$ cat config.mk
export PLATFORM = sky130hd
export DESIGN_NAME = seq_pattern_tx
export DESIGN_NICKNAME = d
export VERILOG_FILES = /design/src/rtl/seq_fsm_pkg.sv /design/src/rtl/pattern_shifter.sv /design/src/rtl/seq_pattern_tx.sv
export SDC_FILE = /design/constraint.sdc
export NUM_CORES = 1
export LEC_CHECK = 0
export ABC_AREA = 1
export ABC_CLOCK_PERIOD_IN_PS = 2500
export BUFFER_PORTS_ARGS = -buffer_cell sky130_fd_sc_hd__buf_2
export CAP_MARGIN = 5
export CORE_UTILIZATION = 54
export DETAILED_ROUTE_END_ITERATION = 7
export PLACE_DENSITY = 0.72
export SLEW_MARGIN = 20
export SYNTH_ARGS = -nofsm -noshare
export SYNTH_HDL_FRONTEND = slang
export SYNTH_HIERARCHICAL = 1
export SYNTH_SLANG_ARGS = --single-unit
$ cat constraint.sdc
create_clock -name clk -period 2.5 [get_ports clk]
set_clock_uncertainty 0.05 [all_clocks]
set_input_delay 0 -clock clk [delete_from_list [all_inputs] [get_ports clk]]
set_output_delay 0 -clock clk [all_outputs]
set_load 0.02 [all_outputs]
$ cat src/rtl/seq_fsm_pkg.sv
// Shared definitions for the serial sequence family (transmitter and detectors).
package seq_fsm_pkg;

    // Transmitter state encoding.
    typedef enum logic [1:0] {
        TX_IDLE = 2'b00,
        TX_SEND = 2'b01,
        TX_GAP  = 2'b10,
        TX_DONE = 2'b11
    } tx_state_t;

    // Default pattern, also recognised by the detector blocks.
    localparam logic [4:0] PAT_11011 = 5'b11011;

endpackage : seq_fsm_pkg

$ cat src/rtl/pattern_shifter.sv
// Parallel-load, shift-left register; msb is the bit currently on the line.
// Bits shifted in are FILL, so after a full pattern has been shifted out the
// register holds only FILL and msb naturally presents the idle level.
module pattern_shifter
    import seq_fsm_pkg::*;
#(
    parameter int             W       = 5,
    parameter logic [W-1:0]   PATTERN = PAT_11011,
    parameter logic           FILL    = 1'b0
) (
    input  logic clk,
    input  logic rst,
    input  logic load,
    input  logic shift,
    input  logic clear,
    output logic msb
);

    logic [W-1:0] sreg;

    // Shift register: clear beats load, load beats shift.
    // NOTE: sequential state uses non-blocking (<=) so every register samples
    // pre-edge values; blocking here would create order-dependent simulation.
    always_ff @(posedge clk or posedge rst) begin
        if (rst) begin
            sreg <= {W{FILL}};
        end else if (clear) begin
            sreg <= {W{FILL}};
        end else if (load) begin
            sreg <= PATTERN;
        end else if (shift) begin
            sreg <= {sreg[W-2:0], FILL};
        end
    end

    assign msb = sreg[W-1];

endmodule : pattern_shifter

$ cat src/rtl/seq_pattern_tx.sv
// Serial pattern transmitter: sends PATTERN MSB-first repeat_n times with
// gap_n idle cycles between copies. All outputs come straight from registers.
module seq_pattern_tx
    import seq_fsm_pkg::*;
#(
    parameter int                 PAT_LEN  = 5,
    parameter logic [PAT_LEN-1:0] PATTERN  = PAT_11011,
    parameter int                 CNT_W    = 4,
    parameter int                 GAP_W    = 4,
    parameter logic               IDLE_BIT = 1'b0
) (
    input  logic             clk,
    input  logic             rst,
    input  logic             start,
    input  logic             abort,
    input  logic [CNT_W-1:0] repeat_n,
    input  logic [GAP_W-1:0] gap_n,
    output logic             ser_out,
    output logic             ser_valid,
    output logic             frame_start,
    output logic             busy,
    output logic             done
);

    localparam int               IDX_W   = $clog2(PAT_LEN);
    localparam logic [IDX_W-1:0] IDX_MSB = IDX_W'(PAT_LEN - 1);

    tx_state_t        state, state_d;
    logic [IDX_W-1:0] bit_idx, bit_idx_d;
    logic [CNT_W-1:0] rep_cnt, rep_cnt_d;
    logic [GAP_W-1:0] gap_cnt, gap_cnt_d;
    logic [GAP_W-1:0] gap_len, gap_len_d;
    logic             sh_load, sh_shift, sh_clear;

    // Line data comes from the shifter; its fill value is the idle level.
    pattern_shifter #(
        .W       (PAT_LEN),
        .PATTERN (PATTERN),
        .FILL    (IDLE_BIT)
    ) u_shifter (
        .clk   (clk),
        .rst   (rst),
        .load  (sh_load),
        .shift (sh_shift),
        .clear (sh_clear),
        .msb   (ser_out)
    );

    // Next-state, counter and shifter-control logic.
    // NOTE: every signal gets a default before the case; any path that left
    // one unassigned would infer a latch.
    always_comb begin
        state_d   = state;
        bit_idx_d = bit_idx;
        rep_cnt_d = rep_cnt;
        gap_cnt_d = gap_cnt;
        gap_len_d = gap_len;
        sh_load   = 1'b0;
        sh_shift  = 1'b0;
        sh_clear  = 1'b0;

        case (state)
            TX_IDLE: begin
                if (start) begin
                    if (repeat_n != '0) begin
                        rep_cnt_d = repeat_n;
                        gap_len_d = gap_n;
                        bit_idx_d = IDX_MSB;
                        sh_load   = 1'b1;
                        state_d   = TX_SEND;
                    end else begin
                        state_d   = TX_DONE;
                    end
                end
            end

            TX_SEND: begin
                if (abort) begin
                    state_d   = TX_IDLE;
                    sh_clear  = 1'b1;
                    bit_idx_d = '0;
                    rep_cnt_d = '0;
                    gap_cnt_d = '0;
                    gap_len_d = '0;
                end else if (bit_idx != '0) begin
                    bit_idx_d = bit_idx - 1'b1;
                    sh_shift  = 1'b1;
                end else if (rep_cnt == CNT_W'(1)) begin
                    // Last bit of the last copy.
                    rep_cnt_d = '0;
                    sh_shift  = 1'b1;
                    state_d   = TX_DONE;
                end else begin
                    rep_cnt_d = rep_cnt - 1'b1;
                    if (gap_len == '0) begin
                        bit_idx_d = IDX_MSB;
                        sh_load   = 1'b1;
                    end else begin
                        gap_cnt_d = gap_len;
                        sh_shift  = 1'b1;
                        state_d   = TX_GAP;
                    end
                end
            end

            TX_GAP: begin
                if (abort) begin
                    state_d   = TX_IDLE;
                    sh_clear  = 1'b1;
                    bit_idx_d = '0;
                    rep_cnt_d = '0;
                    gap_cnt_d = '0;
                    gap_len_d = '0;
                end else if (gap_cnt == GAP_W'(1)) begin
                    gap_cnt_d = '0;
                    bit_idx_d = IDX_MSB;
                    sh_load   = 1'b1;
                    state_d   = TX_SEND;
                end else begin
                    gap_cnt_d = gap_cnt - 1'b1;
                end
            end

            TX_DONE: begin
                state_d = TX_IDLE;
            end

            default: begin
                state_d  = TX_IDLE;
                sh_clear = 1'b1;
            end
        endcase
    end

    // State, counters and registered status outputs derived from next state.
    always_ff @(posedge clk or posedge rst) begin
        if (rst) begin
            state       <= TX_IDLE;
            bit_idx     <= '0;
            rep_cnt     <= '0;
            gap_cnt     <= '0;
            gap_len     <= '0;
            ser_valid   <= 1'b0;
            frame_start <= 1'b0;
            busy        <= 1'b0;
            done        <= 1'b0;
        end else begin
            state       <= state_d;
            bit_idx     <= bit_idx_d;
            rep_cnt     <= rep_cnt_d;
            gap_cnt     <= gap_cnt_d;
            gap_len     <= gap_len_d;
            ser_valid   <= (state_d == TX_SEND);
            frame_start <= (state_d == TX_SEND) && (bit_idx_d == IDX_MSB);
            busy        <= (state_d != TX_IDLE);
            done        <= (state_d == TX_DONE);
        end
    end

endmodule : seq_pattern_tx

==> run_results.csv, run 1 <==
group,metric,value,unit
setup_path,rrSetupSlack,580,ps
route,post_drt_via_cell_ratio,5.23,
floorplanning,dieWidth,56.9,um
setup_path,timing.rr.end,"u_shifter/sreg[1]",
grt,grt_use_total,0.234,
finish,postLayoutCellArea,0.00189,mm2
finish,drive_gt1_frac,0.184,
clocking,cts_sinks,26,
synthesis,synth-seq-cells,26,
min_path,hp-class,"input pin to asynchronous set/reset pin",
route,antenna_left,0,
timing,relSlewSlack,0.466,
floorplanning,core,0.00281,mm2
synthesis,synth_area,0.00163,mm2
placement,detailed_place_hpwl,2550,um
floorplanning,fp.dieH,56.9,um
synthesis,synth_nets,237,
floorplanning,rows,19,
timing,finalCriticalPeriod,1920,ps
route,wl_per_cell,12.1,um
floorplanning,io_pins,17,
finish,syn_to_final_growth,16.1,%
finish,diodes,0,
route,via_count,1439,
run_status,failed_checks,"design-rule violations",
synthesis,yosysWarnings,6,
floorplanning,initial_core_util,0.579,
setup_path,required,2740,ps
power,cellPowerDensity,1240,mW/mm2
route,wirelength,3340,um
clocking,clk-insertion-delay-late,340,ps
synthesis,synth_cell_types,30,
timing,slew_violations,0,
power,power.leakage,1.03,nW
setup_path,cp-start-kind,"register",
timing,setup_ws,579,ps
clocking,cts_tree,"done",
timing,tightest_slew,800,ps
synthesis,postSynthCellCount,215,
power,peakVddDrop,0.000624,V
grt,grt_pass1_wl,5790,um
synthesis,synth_area_per_cell,7.56,um2
route,drtPass1Iterations,6,
setup_path,reg2reg_from,"state[0]",
floorplanning,die-area,0.00323,mm2
timing,hold_violations,0,
timing,setup_tns,0,ps
clocking,cts_resized,0,
route,drt_iter0_drc,99,
grt,grt_max_degree,22,
setup_path,critPathCaptureType,"register",
placement,pre_cts_ws,612,ps
setup_path,crit_start,"state[0]",
placement,placed_cell_area,0.00174,mm2
setup_path,arrival,2160,ps
setup_path,crit_type,"register to register",
placement,io_buffer_count,16,
flow_run,max_cap_violations,0,
synthesis,yosysSeqAreaShare,0.400,
timing,finalSetupViolCount,0,
timing,rsz0062_at_grt,"false",
clocking,htreeDepth,1,
finish,fin_nets,267,
timing,finalCritPeriodShare,0.768,
clocking,cts-root-buf,"clkbuf_4",
setup_path,reg2regPathDepth,12,
grt,grt-ovfl-total,0,
grt,antenna_found_initial,0,
grt,grt_pass1_vias,1383,
setup_path,path_max_fanout,5,
placement,place.gp.congestion,0.874,
clocking,cts_buffers,3,
clocking,clkTransAtPathRegs,150,ps
run_status,status,"finished, violations left",
timing,fmax,521,MHz
route,drc,2,
clocking,clock_path_buffers,2,
==> through the flow <==
| stage | hold slack (ps) | total power [mW] | util | instances |
|---|---|---|---|---|
| 2_1_floorplan | -271 | 1.76 | - | 215 |
| 3_3_place_gp | -142 | 2.00 | 0.622 | 262 |
| 3_5_place_dp | -128 | 2.04 | 0.622 | 262 |
| 4_1_cts | 40.4 | 2.34 | 0.673 | 275 |
| 5_1_grt | 56.1 | 2.56 | 0.673 | 275 |
| 6_report | 34.2 | 2.34 | 0.673 | 275 |
==> registers in the layout, summed over array words and instances (netlist names) <==
name and flops:
busy 1, gap_len 4, frame_start 1, done 1, state 2, bit_idx 3
u_shifter/sreg 5, gap_cnt 4, ser_valid 1, rep_cnt 4
==> cells by family (layout without fill, tap and decap cells) <==
kind of cell / after synthesis / after routing / synth area share
AO/OA/AOI/OAI: 34 / 34 / 0.130
buffers and inverters: 32 / 61 / 0.0754
flip-flops: 26 / 26 / 0.400
AND/OR/NAND/NOR: 109 / 109 / 0.296
adder cells (fa/ha/maj): 10 / 10 / 0.0770
XOR/XNOR: 4 / 4 / 0.0216
==> area by class of cell <==
class / instances / area, um2
Fill cell: 239 / 918
Multi-Input combinational cell: 157 / 852
Sequential cell: 26 / 651
Timing Repair Buffer: 25 / 170
Inverter: 32 / 123
Tap cell: 31 / 38.8
Clock inverter: 1 / 30.0
Clock buffer: 3 / 22.5
==> routing by layer <==
layer,global-route usage,part of all wire,vias to the layer above
met5,0,0,-
met4,0.118,0.028,0
met3,0.0207,0.024,9
met2,0.393,0.47,27
met1,0.301,0.47,659
li1,-,-,744
==> how the worst max path moves through the flow <==
stage / to / cells after the start
after floorplan: u_shifter/sreg[0] / 12
after global placement: u_shifter/sreg[0] / 12
after detailed placement: u_shifter/sreg[0] / 12
after CTS: u_shifter/sreg[0] / 12
after global routing: u_shifter/sreg[0] / 12
final: u_shifter/sreg[1] / 12
==> cells in the final DEF, fill, tap and decap left out <==
master,n
o22ai_2,1
clkbuf_4,3
nor2_4,1
o31ai_1,2
inv_2,9
nor3_1,2
nand3_1,11
or2_2,1
dlygate4sd3_1,9
a31oi_1,1
xor2_1,2
bufinv_16,1
dfrtp_1,26
buf_2,16
a21oi_4,1
ha_1,10
nor2_1,26
o22ai_1,1
xnor2_1,2
o21ai_2,1
o21ai_1,13
nand2_1,58
a21oi_2,1
nand4_1,1
a21oi_1,9
nor3_4,1
a22oi_1,1
o21ai_0,2
nand2_2,3
o211a_1,1
inv_4,1
nand2_4,2
nor2_2,3
inv_1,22
==> what timing repair did <==
item / CTS / global route
endpoints found under the hold margin: 34 / 0
hold buffers: 9 / 0
endpoints found under the setup margin: 0 / 0
setup buffers: 0 / 0
==> power breakdown <==
part / total [mW] / internal, mW / leakage, nW / switching (mW)
sequential: 0.738 / 0.603 / 0.331 / 0.135
clock: 0.295 / 0.162 / 0.0279 / 0.132
combinational: 1.30 / 0.468 / 0.667 / 0.836
==> synthesized netlist by cell type (all sizes together) <==
| cell | n | area share |
|---|---|---|
| o211a | 1 | 0.0062 |
| nor3 | 3 | 0.016 |
| o31ai | 2 | 0.0092 |
| dfrtp | 26 | 0.40 |
| xor2 | 2 | 0.011 |
| a21oi | 11 | 0.043 |
| a22oi | 1 | 0.0046 |
| nand4 | 1 | 0.0039 |
| xnor2 | 2 | 0.011 |
| o21ai | 16 | 0.052 |
| a31oi | 1 | 0.0039 |
| nor2 | 30 | 0.079 |
| nand2 | 63 | 0.16 |
| inv | 32 | 0.075 |
| o22ai | 2 | 0.012 |
| ha | 10 | 0.077 |
| nand3 | 11 | 0.034 |
| or2 | 1 | 0.0039 |
==> worst max-delay path, cell delays in order (launching register included) <==
cell,delay [ps]
dfrtp_1,450
inv_1,120
ha_1,270
nand2_4,90
inv_4,100
nand3_1,90
nand2_1,100
inv_2,40
o22ai_1,250
inv_2,110
nand2_2,80
nand3_1,70
nand2_1,60
Power figures use the tool's default switching activity.
==> inputs of run 2 (changes only) <==
ABC_CLOCK_PERIOD_IN_PS = 1700   (was 2500)
CORE_UTILIZATION = 52   (was 54)
PLACE_DENSITY = 0.73   (was 0.72)
clock period = 1.7 ns   (was 2.5 ns; I/O delays follow)
==> run_results.csv, run 2 (synthesis results as in run 1) <==
group,metric,value,unit
setup_path,critPathCaptureType,"register",
grt,antenna_found_initial,0,
placement,detailed_place_hpwl,2590,um
floorplanning,initial_core_util,0.570,
setup_path,arrival,1880,ps
setup_path,crit_buf_inv,3,
clocking,clock_path_buffers,2,
run_status,failed_checks,"design-rule violations",
clocking,clk-insertion-delay-late,330,ps
finish,final_cell_mix,"nand2_1, dfrtp_1, nor2_1",
floorplanning,rows,19,
power,power.leakage,1.11,nW
clocking,cts_tree,"done",
setup_path,crit_type,"register to register",
floorplanning,dieWidth,57.9,um
setup_path,cpMaxStageDelayCell,"dfrtp_1",
timing,rsz0062_at_grt,"true",
finish,diodes,0,
finish,postLayoutCellArea,0.00210,mm2
setup_path,required,1930,ps
power,sw_frac_of_total,0.468,
route,antenna_left,0,
finish,largest_reg_flops,5,
floorplanning,fp.dieH,57.9,um
route,post_drt_via_cell_ratio,5.02,
placement,pre_cts_ws,-16.6,ps
placement,placed_cell_area,0.00186,mm2
route,wl_per_cell,11.8,um
power,p_switching,1.77,mW
finish,final_common_cell,"nand2_1",
route,via_count,1476,
route,wirelength,3460,um
grt,grt_max_degree,22,
power,combPwrFrac,0.629,
timing,tightest_slew,334,ps
timing,relSlewSlack,0.775,
setup_path,critPathMaxStageDelay,430,ps
power,peakVddDrop,0.000992,V
timing,finalSetupViolCount,0,
finish,drive_gt1_frac,0.316,
placement,place.gp.congestion,0.812,
clocking,clkTransAtPathRegs,150,ps
route,drtPass1Iterations,6,
setup_path,cp-start-kind,"register",
clocking,cts_buffers,3,
route,drt_iter0_drc,56,
power,p_int,2.01,mW
timing,fmax,607,MHz
floorplanning,core,0.00285,mm2
power,p_clk_frac,0.084,
timing,timing.hold.ws,32.1,ps
timing,finalCriticalPeriod,1650,ps
placement,io_buffer_count,16,
grt,grt-ovfl-total,0,
timing,setup_ws,53.4,ps
setup_path,cp_cell_sequence,"inv_2 -> ha_4 -> inv_4 -> nor2_4 -> nand4_1 -> o22ai_4 -> inv_2 -> nand2_2 -> nand2_2 -> nor2_2",
grt,grt_pass1_wl,5920,um
power,cellPowerDensity,1800,mW/mm2
setup_path,crit_family,"simple AND/OR/NAND/NOR gates",
clocking,htreeDepth,1,
run_status,status,"finished, violations left",
timing,finalCritPeriodShare,0.969,
clocking,cts_sinks,26,
grt,grt_pass1_vias,1401,
finish,fin_nets,286,
floorplanning,die-area,0.00335,mm2
min_path,hp-class,"input pin to asynchronous set/reset pin",
setup_path,path_max_fanout,4,
flow_run,max_cap_violations,0,
route,drc,2,
finish,syn_to_final_growth,29.5,%
grt,grt_use_total,0.231,
clocking,cts-root-buf,"clkbuf_4",
timing,hold_violations,0,
finish,largest_register,"u_shifter/sreg",
timing,slew_violations,0,
power,seqPwrFrac,0.287,
floorplanning,io_pins,17,
-- run 2: cell count changes in the layout (fill, tap and decap cells not counted), sizes merged --
| cell | delta |
|---|---|
| bufinv | -1 |
| clkbuf | +1 |
| buf | +19 |
-- run 2: power groups by stage --
stage               combinational [mW]  clock, mW  sequential (mW)
detailed placement                2.09          0             1.10
finish                            2.38      0.318             1.08
global placement                  2.07          0             1.08
floorplan                         1.47          0             1.12
global route                      2.70      0.351             1.12
CTS                               2.13      0.319             1.08
-- run 2: final timing paths --
path                              startpoint                end  slack, ps  cells past startpoint
max in group asynchronous                rst           state[1]       1200                      4
max                               bit_idx[1]  u_shifter/sreg[0]         50                     10
min reg2reg                u_shifter/sreg[3]  u_shifter/sreg[3]        480                      2
min                                      rst  u_shifter/sreg[3]         30                      3
max reg2reg                       bit_idx[1]  u_shifter/sreg[0]         50                     10
min in group clk                       abort         gap_cnt[3]         90                      4
-- run 2: per-stage QoR --
step	setup TNS, ps	util	std cells	total power [mW]
after floorplan	0	-	215	2.59
after global placement	0	0.651	277	3.15
after detailed placement	-17.2	0.651	277	3.19
after CTS	0	0.697	290	3.53
after global routing	-388	0.738	294	4.17
final	0	0.738	294	3.78
-- run 2: layer usage --
metal,part of all wire,track usage,routed length [um],vias up
met5,0,0,0,-
met4,0.018,0.0850,61,0
met3,0.052,0.0246,180,7
met2,0.47,0.371,1610,37
met1,0.46,0.323,1610,648
li1,-,-,-,784
-- run 2: final cells by class --
class | instances | area [um2]
Fill cell | 220 | 748
Multi-Input combinational cell | 157 | 941
Timing Repair Buffer | 44 | 313
Clock buffer | 4 | 36.3
Sequential cell | 26 | 651
Inverter | 32 | 125
Tap cell | 31 | 38.8
-- run 2: repair_timing --
item	4_1_cts	5_1_grt
pin swaps	0	10
endpoints found under the setup margin	5	21
hold buffers	9	0
gates resized for setup	1	25
buffers inserted	0	4
endpoints found under the hold margin	34	0
-- run 2: worst min-delay path, delay by kind of cell --
| family | cells | cell delay (ps) |
|---|---|---|
| buffers and inverters | 3 | 790 |
==> inputs of run 3 (changes only) <==
ABC_CLOCK_PERIOD_IN_PS = 1800   (was 1700)
CORE_UTILIZATION = 54   (was 52)
PLACE_DENSITY = 0.72   (was 0.73)
clock period = 1.8 ns   (was 1.7 ns; I/O delays follow)
==> run_results.csv, run 3 (synthesis results as in run 1) <==
group,metric,value,unit
route,drt_iter0_drc,110,
finish,largest_register,"u_shifter/sreg",
grt,grt_max_degree,22,
clocking,clock_path_buffers,2,
finish,fin_nets,274,
setup_path,rrSetupSlack,40,ps
timing,finalSetupViolCount,0,
power,combPwrFrac,0.588,
placement,io_buffer_count,16,
clocking,clk-insertion-delay-late,330,ps
setup_path,required,2000,ps
setup_path,crit_start,"state[0]",
run_status,failed_checks,"design-rule violations",
route,drtPass1Iterations,7,
setup_path,arrival,1960,ps
grt,antenna_found_initial,0,
floorplanning,core,0.00281,mm2
clocking,clkTransAtPathRegs,150,ps
finish,postLayoutCellArea,0.00200,mm2
clocking,cts_tree,"done",
timing,timing.hold.ws,30.6,ps
timing,rsz0062_at_grt,"true",
floorplanning,initial_core_util,0.579,
timing,finalCritPeriodShare,0.975,
flow_run,max_cap_violations,0,
setup_path,timing.rr.end,"ser_valid",
timing,slew_violations,0,
power,p_int,1.84,mW
grt,grt_use_met1,0.307,
power,sw_frac_of_total,0.469,
route,antenna_left,0,
clocking,cts-root-buf,"clkbuf_4",
min_path,hp-class,"input pin to asynchronous set/reset pin",
timing,fmax,570,MHz
route,via_count,1480,
timing,hold_violations,0,
grt,busiest_layer,"met2",
route,wirelength,3410,um
setup_path,reg2reg_from,"state[0]",
power,seqPwrFrac,0.295,
grt,gr-usage-met3,0.0207,
placement,placed_cell_area,0.00177,mm2
finish,drive_gt1_frac,0.247,
placement,detailed_place_hpwl,2550,um
setup_path,cp-start-kind,"register",
grt,grtUsageMet2,0.371,
finish,fillCellCount,226,
placement,place.gp.congestion,0.883,
power,p_switching,1.63,mW
floorplanning,dieWidth,56.9,um
route,drc,2,
power,peakVddDrop,0.000874,V
power,power.leakage,1.06,nW
clocking,cts_buffers,3,
timing,setup_tns,0,ps
grt,grt_pass1_vias,1351,
finish,final_common_cell,"nand2_1",
floorplanning,rows,19,
power,p_clk_frac,0.117,
finish,largest_reg_flops,5,
grt,grt-ovfl-total,0,
setup_path,crit_type,"register to register",
route,post_drt_via_cell_ratio,5.25,
setup_path,path_max_fanout,4,
finish,diodes,0,
setup_path,crit_end,"ser_valid",
clocking,htreeDepth,1,
setup_path,reg2regPathDepth,8,
setup_path,critPathCaptureType,"register",
floorplanning,fp.dieH,56.9,um
grt,grt_use_total,0.221,
floorplanning,io_pins,17,
clocking,cts_sinks,26,
timing,finalCriticalPeriod,1760,ps
route,wl_per_cell,12.1,um
power,cellPowerDensity,1730,mW/mm2
finish,final_cell_mix,"nand2_1, nor2_1, dfrtp_1",
grt,grt_pass1_wl,5640,um
timing,relSlewSlack,0.467,
timing,tightest_slew,798,ps
run_status,status,"finished, violations left",
finish,syn_to_final_growth,23.0,%
floorplanning,die-area,0.00323,mm2
[run 3: cell types whose count changed in the layout (fill, tap and decap cells not counted), moves of 3 or more]
cell	delta
buf_4	-12
inv_1	+4
inv_2	-3
nor2_1	+3
nor2_2	-3
[run 3: worst min-delay path by stage]
| stage | start | slack, ps | endpoint |
|---|---|---|---|
| after floorplan | rst | -270 | u_shifter/sreg[0] |
| after CTS | rst | 40 | u_shifter/sreg[3] |
| after detailed placement | rst | -140 | u_shifter/sreg[4] |
| final | rst | 30 | u_shifter/sreg[4] |
| after global routing | rst | 60 | u_shifter/sreg[3] |
| after global placement | rst | -140 | u_shifter/sreg[4] |
[run 3: area by class of cell]
type | count | area (um2) | share of cell area
clock buffer | 3 | 22.5 | 0.0113
clock inverter | 1 | 30.0 | 0.0150
inverter | 32 | 123 | 0.0613
multi-input combinational | 157 | 912 | 0.456
sequential | 26 | 651 | 0.325
tap | 31 | 38.8 | 0.0194
timing repair buffer | 32 | 223 | 0.111
[run 3: critical path: stages (launching register included)]
cell and delay, ps:
dfrtp_1 440, inv_1 160, ha_1 270, inv_1 150, or2_2 290, nor2_1 120, a21oi_2 70, nand2_2 80
inv_1 40
[run 3: stage by stage]
| step | power [mW] | setup WS, ps | cells | util |
|---|---|---|---|---|
| after floorplan | 2.44 | 102 | 215 | - |
| after global placement | 2.84 | 31.1 | 265 | 0.630 |
| after detailed placement | 2.88 | -40.7 | 265 | 0.630 |
| after CTS | 3.30 | 15.1 | 278 | 0.683 |
| after global routing | 3.78 | -52.9 | 282 | 0.713 |
| final | 3.46 | 44.6 | 282 | 0.713 |
[run 3: metal layers]
metal / wire length, um / share of wire
met5: 0 / 0
met4: 44 / 0.013
met3: 145 / 0.042
met2: 1630 / 0.48
met1: 1600 / 0.47
[run 3: power groups by stage]
stage / Combinational [mW] / Clock, mW / Sequential (mW)
after floorplan: 1.39 / 0 / 1.06
after global placement: 1.81 / 0 / 1.03
after detailed placement: 1.85 / 0 / 1.03
after CTS: 1.88 / 0.407 / 1.02
after global routing: 2.30 / 0.428 / 1.05
final: 2.04 / 0.405 / 1.02
[run 3: what timing repair did]
item                       4_1_cts  5_1_grt
pin swaps                        0        3
setup endpoints to repair        5       17
hold buffers                     9        0
setup buffers                    0        4
resized for setup                1       13
hold endpoints to repair        34        0
